[config.mk]
export PLATFORM = sky130hd
export DESIGN_NAME = otter_mem_arbiter_flat
export DESIGN_NICKNAME = d
export VERILOG_FILES = /design/src/rtl/otter_mem_arbiter_if.sv /design/src/rtl/otter_mem_arbiter.sv /design/src/flat_wrapper.sv
export SDC_FILE = /design/constraint.sdc
export NUM_CORES = 1
export LEC_CHECK = 0
export BUFFER_PORTS_ARGS = -buffer_cell sky130_fd_sc_hd__buf_2
export CORE_AREA = 2 2 119 121
export DETAILED_ROUTE_END_ITERATION = 16
export DIE_AREA = 0 0 121 123
export PLACE_DENSITY = 0.53
export REMOVE_ABC_BUFFERS = 1
export SLEW_MARGIN = 10
export SYNTH_ARGS = -nofsm -noshare
export SYNTH_HDL_FRONTEND = slang
export SYNTH_SLANG_ARGS = --single-unit
[constraint.sdc]
create_clock -name clk -period 2 [get_ports clk]
set_input_delay 0.3 -clock clk [delete_from_list [all_inputs] [get_ports clk]]
set_output_delay 0.3 -clock clk [all_outputs]
set_load 0.02 [all_outputs]
[src/rtl/otter_mem_arbiter_if.sv]
// Shared data-memory port bundle for otter_mem_arbiter.
// Carries both requester handshakes and the synchronous-read memory port.
interface otter_mem_arbiter_if #(
    parameter int ADDR_W = 32,
    parameter int DATA_W = 32
);
    logic              req0;
    logic              we0;
    logic [ADDR_W-1:0] addr0;
    logic [DATA_W-1:0] wdata0;
    logic [1:0]        size0;
    logic              ack0;
    logic [DATA_W-1:0] rdata0;

    logic              req1;
    logic              we1;
    logic [ADDR_W-1:0] addr1;
    logic [DATA_W-1:0] wdata1;
    logic [1:0]        size1;
    logic              ack1;
    logic [DATA_W-1:0] rdata1;

    logic [ADDR_W-1:0] mem_addr;
    logic [DATA_W-1:0] mem_wdata;
    logic [1:0]        mem_size;
    logic              mem_rden;
    logic              mem_we;
    logic [DATA_W-1:0] mem_rdata;

    logic              busy;
    logic              owner;

    modport slave (
        input  req0, we0, addr0, wdata0, size0,
        input  req1, we1, addr1, wdata1, size1,
        input  mem_rdata,
        output ack0, rdata0, ack1, rdata1,
        output mem_addr, mem_wdata, mem_size, mem_rden, mem_we,
        output busy, owner
    );

    modport master (
        output req0, we0, addr0, wdata0, size0,
        output req1, we1, addr1, wdata1, size1,
        output mem_rdata,
        input  ack0, rdata0, ack1, rdata1,
        input  mem_addr, mem_wdata, mem_size, mem_rden, mem_we,
        input  busy, owner
    );
endinterface

[src/rtl/otter_mem_arbiter.sv]
// Two-requester arbiter serialising accesses onto one 1-cycle-latency memory port.
// Define ARB_FIXED_PRIO_EN for fixed priority (requester 0 wins ties); default is round-robin.
module otter_mem_arbiter #(
    parameter int ADDR_W = 32,
    parameter int DATA_W = 32
) (
    input logic                 clk,
    input logic                 RST,
    otter_mem_arbiter_if.slave  bus
);
    typedef enum logic [1:0] {
        ST_IDLE,
        ST_ACCESS,
        ST_RESP
    } state_t;

    state_t            state;
    state_t            state_nxt;
    logic              owner_q;
    logic              owner_nxt;
    logic              tie_pick;
    logic              we_sel;
    logic [ADDR_W-1:0] addr_sel;
    logic [DATA_W-1:0] wdata_sel;
    logic [1:0]        size_sel;
    logic [DATA_W-1:0] rd_sel;

`ifdef ARB_FIXED_PRIO_EN
    always_comb tie_pick = 1'b0;
`else
    logic last_q;

    // last starts at 1 so the first tie after reset goes to requester 0
    always_ff @(posedge clk or posedge RST) begin
        if (RST)
            last_q <= 1'b1;
        else if (state == ST_RESP)
            last_q <= owner_q;
    end

    always_comb tie_pick = ~last_q;
`endif

    always_ff @(posedge clk or posedge RST) begin
        if (RST) begin
            state   <= ST_IDLE;
            owner_q <= 1'b0;
        end else begin
            state   <= state_nxt;
            owner_q <= owner_nxt;
        end
    end

    always_comb begin
        state_nxt = state;
        owner_nxt = owner_q;
        case (state)
            ST_IDLE: begin
                if (bus.req0 || bus.req1) begin
                    state_nxt = ST_ACCESS;
                    if (bus.req0 && bus.req1)
                        owner_nxt = tie_pick;
                    else
                        owner_nxt = bus.req1;
                end
            end
            ST_ACCESS: state_nxt = ST_RESP;
            ST_RESP:   state_nxt = ST_IDLE;
            default:   state_nxt = ST_IDLE;
        endcase
    end

    always_comb begin
        we_sel    = owner_q ? bus.we1    : bus.we0;
        addr_sel  = owner_q ? bus.addr1  : bus.addr0;
        wdata_sel = owner_q ? bus.wdata1 : bus.wdata0;
        size_sel  = owner_q ? bus.size1  : bus.size0;
        rd_sel    = we_sel ? '0 : bus.mem_rdata;
    end

    // Outputs decode purely from registered state, so reset clears them asynchronously
    always_comb begin
        bus.ack0      = 1'b0;
        bus.ack1      = 1'b0;
        bus.rdata0    = '0;
        bus.rdata1    = '0;
        bus.mem_addr  = '0;
        bus.mem_wdata = '0;
        bus.mem_size  = '0;
        bus.mem_rden  = 1'b0;
        bus.mem_we    = 1'b0;
        bus.busy      = (state != ST_IDLE);
        bus.owner     = owner_q;
        case (state)
            ST_ACCESS: begin
                bus.mem_addr  = addr_sel;
                bus.mem_wdata = wdata_sel;
                bus.mem_size  = size_sel;
                bus.mem_rden  = ~we_sel;
                bus.mem_we    = we_sel;
            end
            ST_RESP: begin
                if (owner_q) begin
                    bus.ack1   = 1'b1;
                    bus.rdata1 = rd_sel;
                end else begin
                    bus.ack0   = 1'b1;
                    bus.rdata0 = rd_sel;
                end
            end
            default: ;
        endcase
    end
endmodule
[src/flat_wrapper.sv]
// flat-port wrapper written by rule: the top's interface ports become plain ports
module otter_mem_arbiter_flat 
#(
    parameter int ADDR_W = 32,
    parameter int DATA_W = 32
)
  (clk, RST, bus_req0, bus_we0, bus_addr0, bus_wdata0, bus_size0, bus_req1, bus_we1, bus_addr1, bus_wdata1, bus_size1, bus_mem_rdata, bus_ack0, bus_rdata0, bus_ack1, bus_rdata1, bus_mem_addr, bus_mem_wdata, bus_mem_size, bus_mem_rden, bus_mem_we, bus_busy, bus_owner);
  otter_mem_arbiter_if #(.ADDR_W(ADDR_W), .DATA_W(DATA_W)) bus_i ();
  input logic clk;
  input logic RST;
  input wire logic [$bits(bus_i.req0)-1:0] bus_req0;
  input wire logic [$bits(bus_i.we0)-1:0] bus_we0;
  input wire logic [$bits(bus_i.addr0)-1:0] bus_addr0;
  input wire logic [$bits(bus_i.wdata0)-1:0] bus_wdata0;
  input wire logic [$bits(bus_i.size0)-1:0] bus_size0;
  input wire logic [$bits(bus_i.req1)-1:0] bus_req1;
  input wire logic [$bits(bus_i.we1)-1:0] bus_we1;
  input wire logic [$bits(bus_i.addr1)-1:0] bus_addr1;
  input wire logic [$bits(bus_i.wdata1)-1:0] bus_wdata1;
  input wire logic [$bits(bus_i.size1)-1:0] bus_size1;
  input wire logic [$bits(bus_i.mem_rdata)-1:0] bus_mem_rdata;
  output wire logic [$bits(bus_i.ack0)-1:0] bus_ack0;
  output wire logic [$bits(bus_i.rdata0)-1:0] bus_rdata0;
  output wire logic [$bits(bus_i.ack1)-1:0] bus_ack1;
  output wire logic [$bits(bus_i.rdata1)-1:0] bus_rdata1;
  output wire logic [$bits(bus_i.mem_addr)-1:0] bus_mem_addr;
  output wire logic [$bits(bus_i.mem_wdata)-1:0] bus_mem_wdata;
  output wire logic [$bits(bus_i.mem_size)-1:0] bus_mem_size;
  output wire logic [$bits(bus_i.mem_rden)-1:0] bus_mem_rden;
  output wire logic [$bits(bus_i.mem_we)-1:0] bus_mem_we;
  output wire logic [$bits(bus_i.busy)-1:0] bus_busy;
  output wire logic [$bits(bus_i.owner)-1:0] bus_owner;
  assign bus_i.req0 = bus_req0;
  assign bus_i.we0 = bus_we0;
  assign bus_i.addr0 = bus_addr0;
  assign bus_i.wdata0 = bus_wdata0;
  assign bus_i.size0 = bus_size0;
  assign bus_i.req1 = bus_req1;
  assign bus_i.we1 = bus_we1;
  assign bus_i.addr1 = bus_addr1;
  assign bus_i.wdata1 = bus_wdata1;
  assign bus_i.size1 = bus_size1;
  assign bus_i.mem_rdata = bus_mem_rdata;
  assign bus_ack0 = bus_i.ack0;
  assign bus_rdata0 = bus_i.rdata0;
  assign bus_ack1 = bus_i.ack1;
  assign bus_rdata1 = bus_i.rdata1;
  assign bus_mem_addr = bus_i.mem_addr;
  assign bus_mem_wdata = bus_i.mem_wdata;
  assign bus_mem_size = bus_i.mem_size;
  assign bus_mem_rden = bus_i.mem_rden;
  assign bus_mem_we = bus_i.mem_we;
  assign bus_busy = bus_i.busy;
  assign bus_owner = bus_i.owner;
  otter_mem_arbiter #(.ADDR_W(ADDR_W), .DATA_W(DATA_W)) u_core (.clk(clk), .RST(RST), .bus(bus_i));
endmodule
# Word-level counts from Yosys, hierarchy flattened
# Cells that the tools add are included.
[word_totals]
regBits = 4
input_bits = 170
output_inout_bits = 136
elab_cells = 34
[classes]
eq_ne = 3
n_mux = 21
bitwise_logic = 2
n_reduce_logical = 5
[op_table]
columns = ["op", "count"]
rows = [
  ["$mux 32", 9],
  ["$mux 1", 8],
  ["$mux 2", 3],
  ["$pmux 2 s2", 1],
  ["$eq 2x1->1 const B", 1],
  ["$eq 2x2->1 const B", 1],
  ["$logic_not 2->1", 1],
  ["$ne 2x1->1 const B", 1],
  ["$not 1->1", 2],
  ["$reduce_and 2->1", 1],
  ["$reduce_bool 2->1", 1],
  ["$logic_and 1x1->1", 1],
  ["$logic_or 1x1->1", 1],
]

# Logic depth before layout (Yosys ltp)
[depth]
ltp_word = 4
mapped_depth = 6
ltp_nobuf = 3

# Worst setup path before layout
# Ideal clock, no wire load.
[synth_timing]
path_type = "register to output"
startpoint = "reg u_core.owner_q, in the netlist u_core.bus.owner"
endpoint = "out bus_rdata0[10]"
t_arrival_ps = 1378
slack_ps = 322
stages_incl_launch_ff = 5
path_cell_list = "dfrtp_1 -> buf_6 -> nor4b_4 -> buf_6 -> and2_1"
[synth_via]
elab_chain_len = 4
[synth_rtl]
columns = ["element", "line", "rtl"]
rows = [
  ["start: declaration", "otter_mem_arbiter.sv:19", "logic owner_q;"],
  ["start signal: assignment", "otter_mem_arbiter.sv:50", "owner_q <= owner_nxt;"],
  ["$mux 1", "otter_mem_arbiter.sv:74", "we_sel = owner_q ? bus.we1 : bus.we0;"],
  ["$mux 32", "otter_mem_arbiter.sv:78", "rd_sel = we_sel ? '0 : bus.mem_rdata;"],
  ["$mux 32 *", "otter_mem_arbiter.sv:103", "if (owner_q) begin"],
  ["$mux 32 *", "otter_mem_arbiter.sv:94", "case (state)"],
  ["end: declaration", "flat_wrapper.sv:23", "output wire logic [$bits(bus_i.rdata0)-1:0] bus_rdata0;"],
]
# Every way passes the cells marked *; elsewhere a longest branch is shown, timed or not.

# Worst setup path in the final report
[layout_timing]
startpoint = "reg u_core.owner_q, in the netlist u_core.bus.owner"
endpoint = "out bus_rdata0[22]"
# The elaborated chain is that of the path after synthesis.

==> results.json <==
{
  "status": "complete, no violations",
  "dp_hpwl_um": 7935,
  "whs_endpoint": "u_core.state[0]",
  "diodes": 0,
  "min_period_over_period": 0.9568,
  "syn_inst": 243,
  "r2r_cells": 3,
  "die_width_um": 121,
  "synth.top_cell.area_share": 0.3933,
  "cts_root_buf": "clkbuf_16",
  "die_y_um": 123,
  "clock_latency_ps": 230,
  "drv_cap": 0,
  "critPathMaxFanout": 21,
  "final_hold_viol_count": 0,
  "powerDensity_mw_per_mm2": 1059,
  "synthXorXnorAreaFrac": 0,
  "muxShareOfSynthArea": 0.3933,
  "max_freq_ghz": 0.5226,
  "yosysSeqAreaShare": 0.05943,
  "ant_nets": 0,
  "synth_top_family_by_area": "simple AND/OR/NAND/NOR gates",
  "critical_path_class": "flip-flop to output port",
  "synthSimpleGateAreaFrac": 0.4358,
  "num_vias": 2661,
  "grt_util_all_layers": 0.1029,
  "wl_per_cell_um": 12.75,
  "leakage_nw": 2.293,
  "drt_wl_total_um": 9152,
  "fin_total_pwr_w": 0.003716,
  "first_pass_iters": 4,
  "drive_above_1_share": 0.6004,
  "r2r_slack_ps": 870,
  "antenna_found_initial": 2,
  "synth_area_leaders": "mux2i_1, and2_1, nor2_1",
  "worst_r2r_startpoint": "u_core.bus.owner",
  "clock_path_buffers": 2,
  "cp-start-kind": "flip-flop",
  "grt_max_degree": 50,
  "layout_commonest_cell": "buf_2",
  "cts_resized": 0,
  "core_mm2": 0.01361,
  "hold_path_depth": 3,
  "drc": 0,
  "hp-start": "bus_req1",
  "relSlewSlack": 0.7544,
  "via_per_inst": 3.706,
  "htreeDepth": 1,
  "ys_types": 20,
  "synth_area_leader_cell": "mux2i_1",
  "area_growth_pct": 105.7,
  "clock_sinks": 4,
  "vdd_drop_max_v": 0.0006084,
  "start_util": 0.1253,
  "fin_crit_ps": 1914,
  "netlist_area_mm2": 0.001705,
  "syn_avg_cell_area_um2": 7.018,
  "clk_pin_slew_ps": 30,
  "setup_viol": 0,
  "post-route-worst-setup-slack_ps": 86.49,
  "cts_tree": "built",
  "ys_warn_count": 0,
  "nNetsFinal": 709,
  "worstPathRequired_ps": 1700,
  "critPathArrivalTime_ps": 1610,
  "numCtsBuffers": 3,
  "grt_pass1_wl_um": 12230,
  "r2r_end": "u_core.last_q",
  "initialDrtViolationCount": 87,
  "fp.dieArea_mm2": 0.01488,
  "synth_fa_ha_area_frac": 0,
  "most-common-layout-cells": "buf_2, nor2_1, mux2i_1, and2_1",
  "grt_pass1_vias": 2401,
  "end_kind": "output port",
  "rows": 43,
  "dp_slack_ps": 306.8,
  "hold_path.class": "primary input to flip-flop",
  "rsz0062_at_grt": "no",
  "final_max_slew_viol_count": 0,
  "portBuffers": 305,
  "worst_pin_slew_ps": 367.7,
  "ios": 306,
  "grt-ovfl-total": 0,
  "tns_ps": 0,
  "synth-compound-area-share": 0.01467,
  "finClkSkew_ps": 3.629,
  "post-route-util": 0.2577,
  "synth-seq-cells": 4,
  "gp_congestion": 0.8067
}
through the flow:
step	hold slack, ps	instance area, um2	std cells
detailed placement	197.2	3420	713
CTS	330.6	3508	718
global route	389.3	3508	718
floorplan	65.36	1551	220
global placement	189.8	3420	713
finish	332.2	3508	718
Yosys cell counts:
cell type  count
buf_6          6
clkbuf_1       1
mux2i_1       67
or2_1          1
nor3b_1        2
nand2b_1       2
and4bb_2       1
o2bb2ai_1      1
dfrtp_1        3
inv_1          2
nor4b_4        1
nor2_1        70
nand2_1        1
a21bo_2        1
dfstp_2        1
inv_2          1
o22ai_1        1
buf_2         15
buf_4          1
and2_1        65
layer usage:
metal,track usage,share of wire,vias up
met4,0.01090,0.0046,0
met1,0.1214,0.39,1137
li1,-,-,1380
met5,0,0,-
met3,0.01568,0.085,8
met2,0.2008,0.53,136
worst max-delay path, cell delays in order (launching register included):
cell and delay (ps):
dfrtp_4 520, nor4b_4 310, buf_4 250, and2_1 150, buf_2 150
logic make-up after synthesis:
kind of cell           count (synthesis)
AOI/OAI and AO/OA                      3
buffers and inverters                 26
DFF                                    4
muxes                                 67
and+or+nand+nor                      143
flip-flops by register name, indices dropped and copies added, names as in the netlist:
signal / flops
u_core.bus.owner: 1
u_core.last_q: 1
u_core.state: 2
worst max path at each step:
stage | from | depth (start not counted) | endpoint
5_1_grt | u_core.bus.owner | 4 | bus_rdata0[16]
2_1_floorplan | u_core.bus.owner | 2 | bus_rdata1[0]
4_1_cts | u_core.bus.owner | 4 | bus_rdata0[1]
3_5_place_dp | u_core.bus.owner | 4 | bus_rdata0[1]
6_report | u_core.bus.owner | 4 | bus_rdata0[22]
3_3_place_gp | u_core.bus.owner | 4 | bus_rdata0[24]
cell type report:
cell class / count / area, um2
Clock buffer: 4 / 78.83
Fill cell: 1533 / 10100
Inverter: 3 / 11.26
Multi-Input combinational cell: 213 / 1441
Sequential cell: 4 / 105.1
Tap cell: 180 / 225.2
Timing Repair Buffer: 314 / 1647
timing repair:
item | 4_1_cts | 5_1_grt
hold buffers | 1 | 0
setup buffers | 0 | 0
hold endpoints to repair | 3 | 0
where the power goes:
group	internal, W	switching [W]
registers	0.000134	0.0000774
logic	0.00127	0.00191
clock network	0.000264	0.0000597
total	0.00167	0.00205
(Power assumes the default switching activity.)
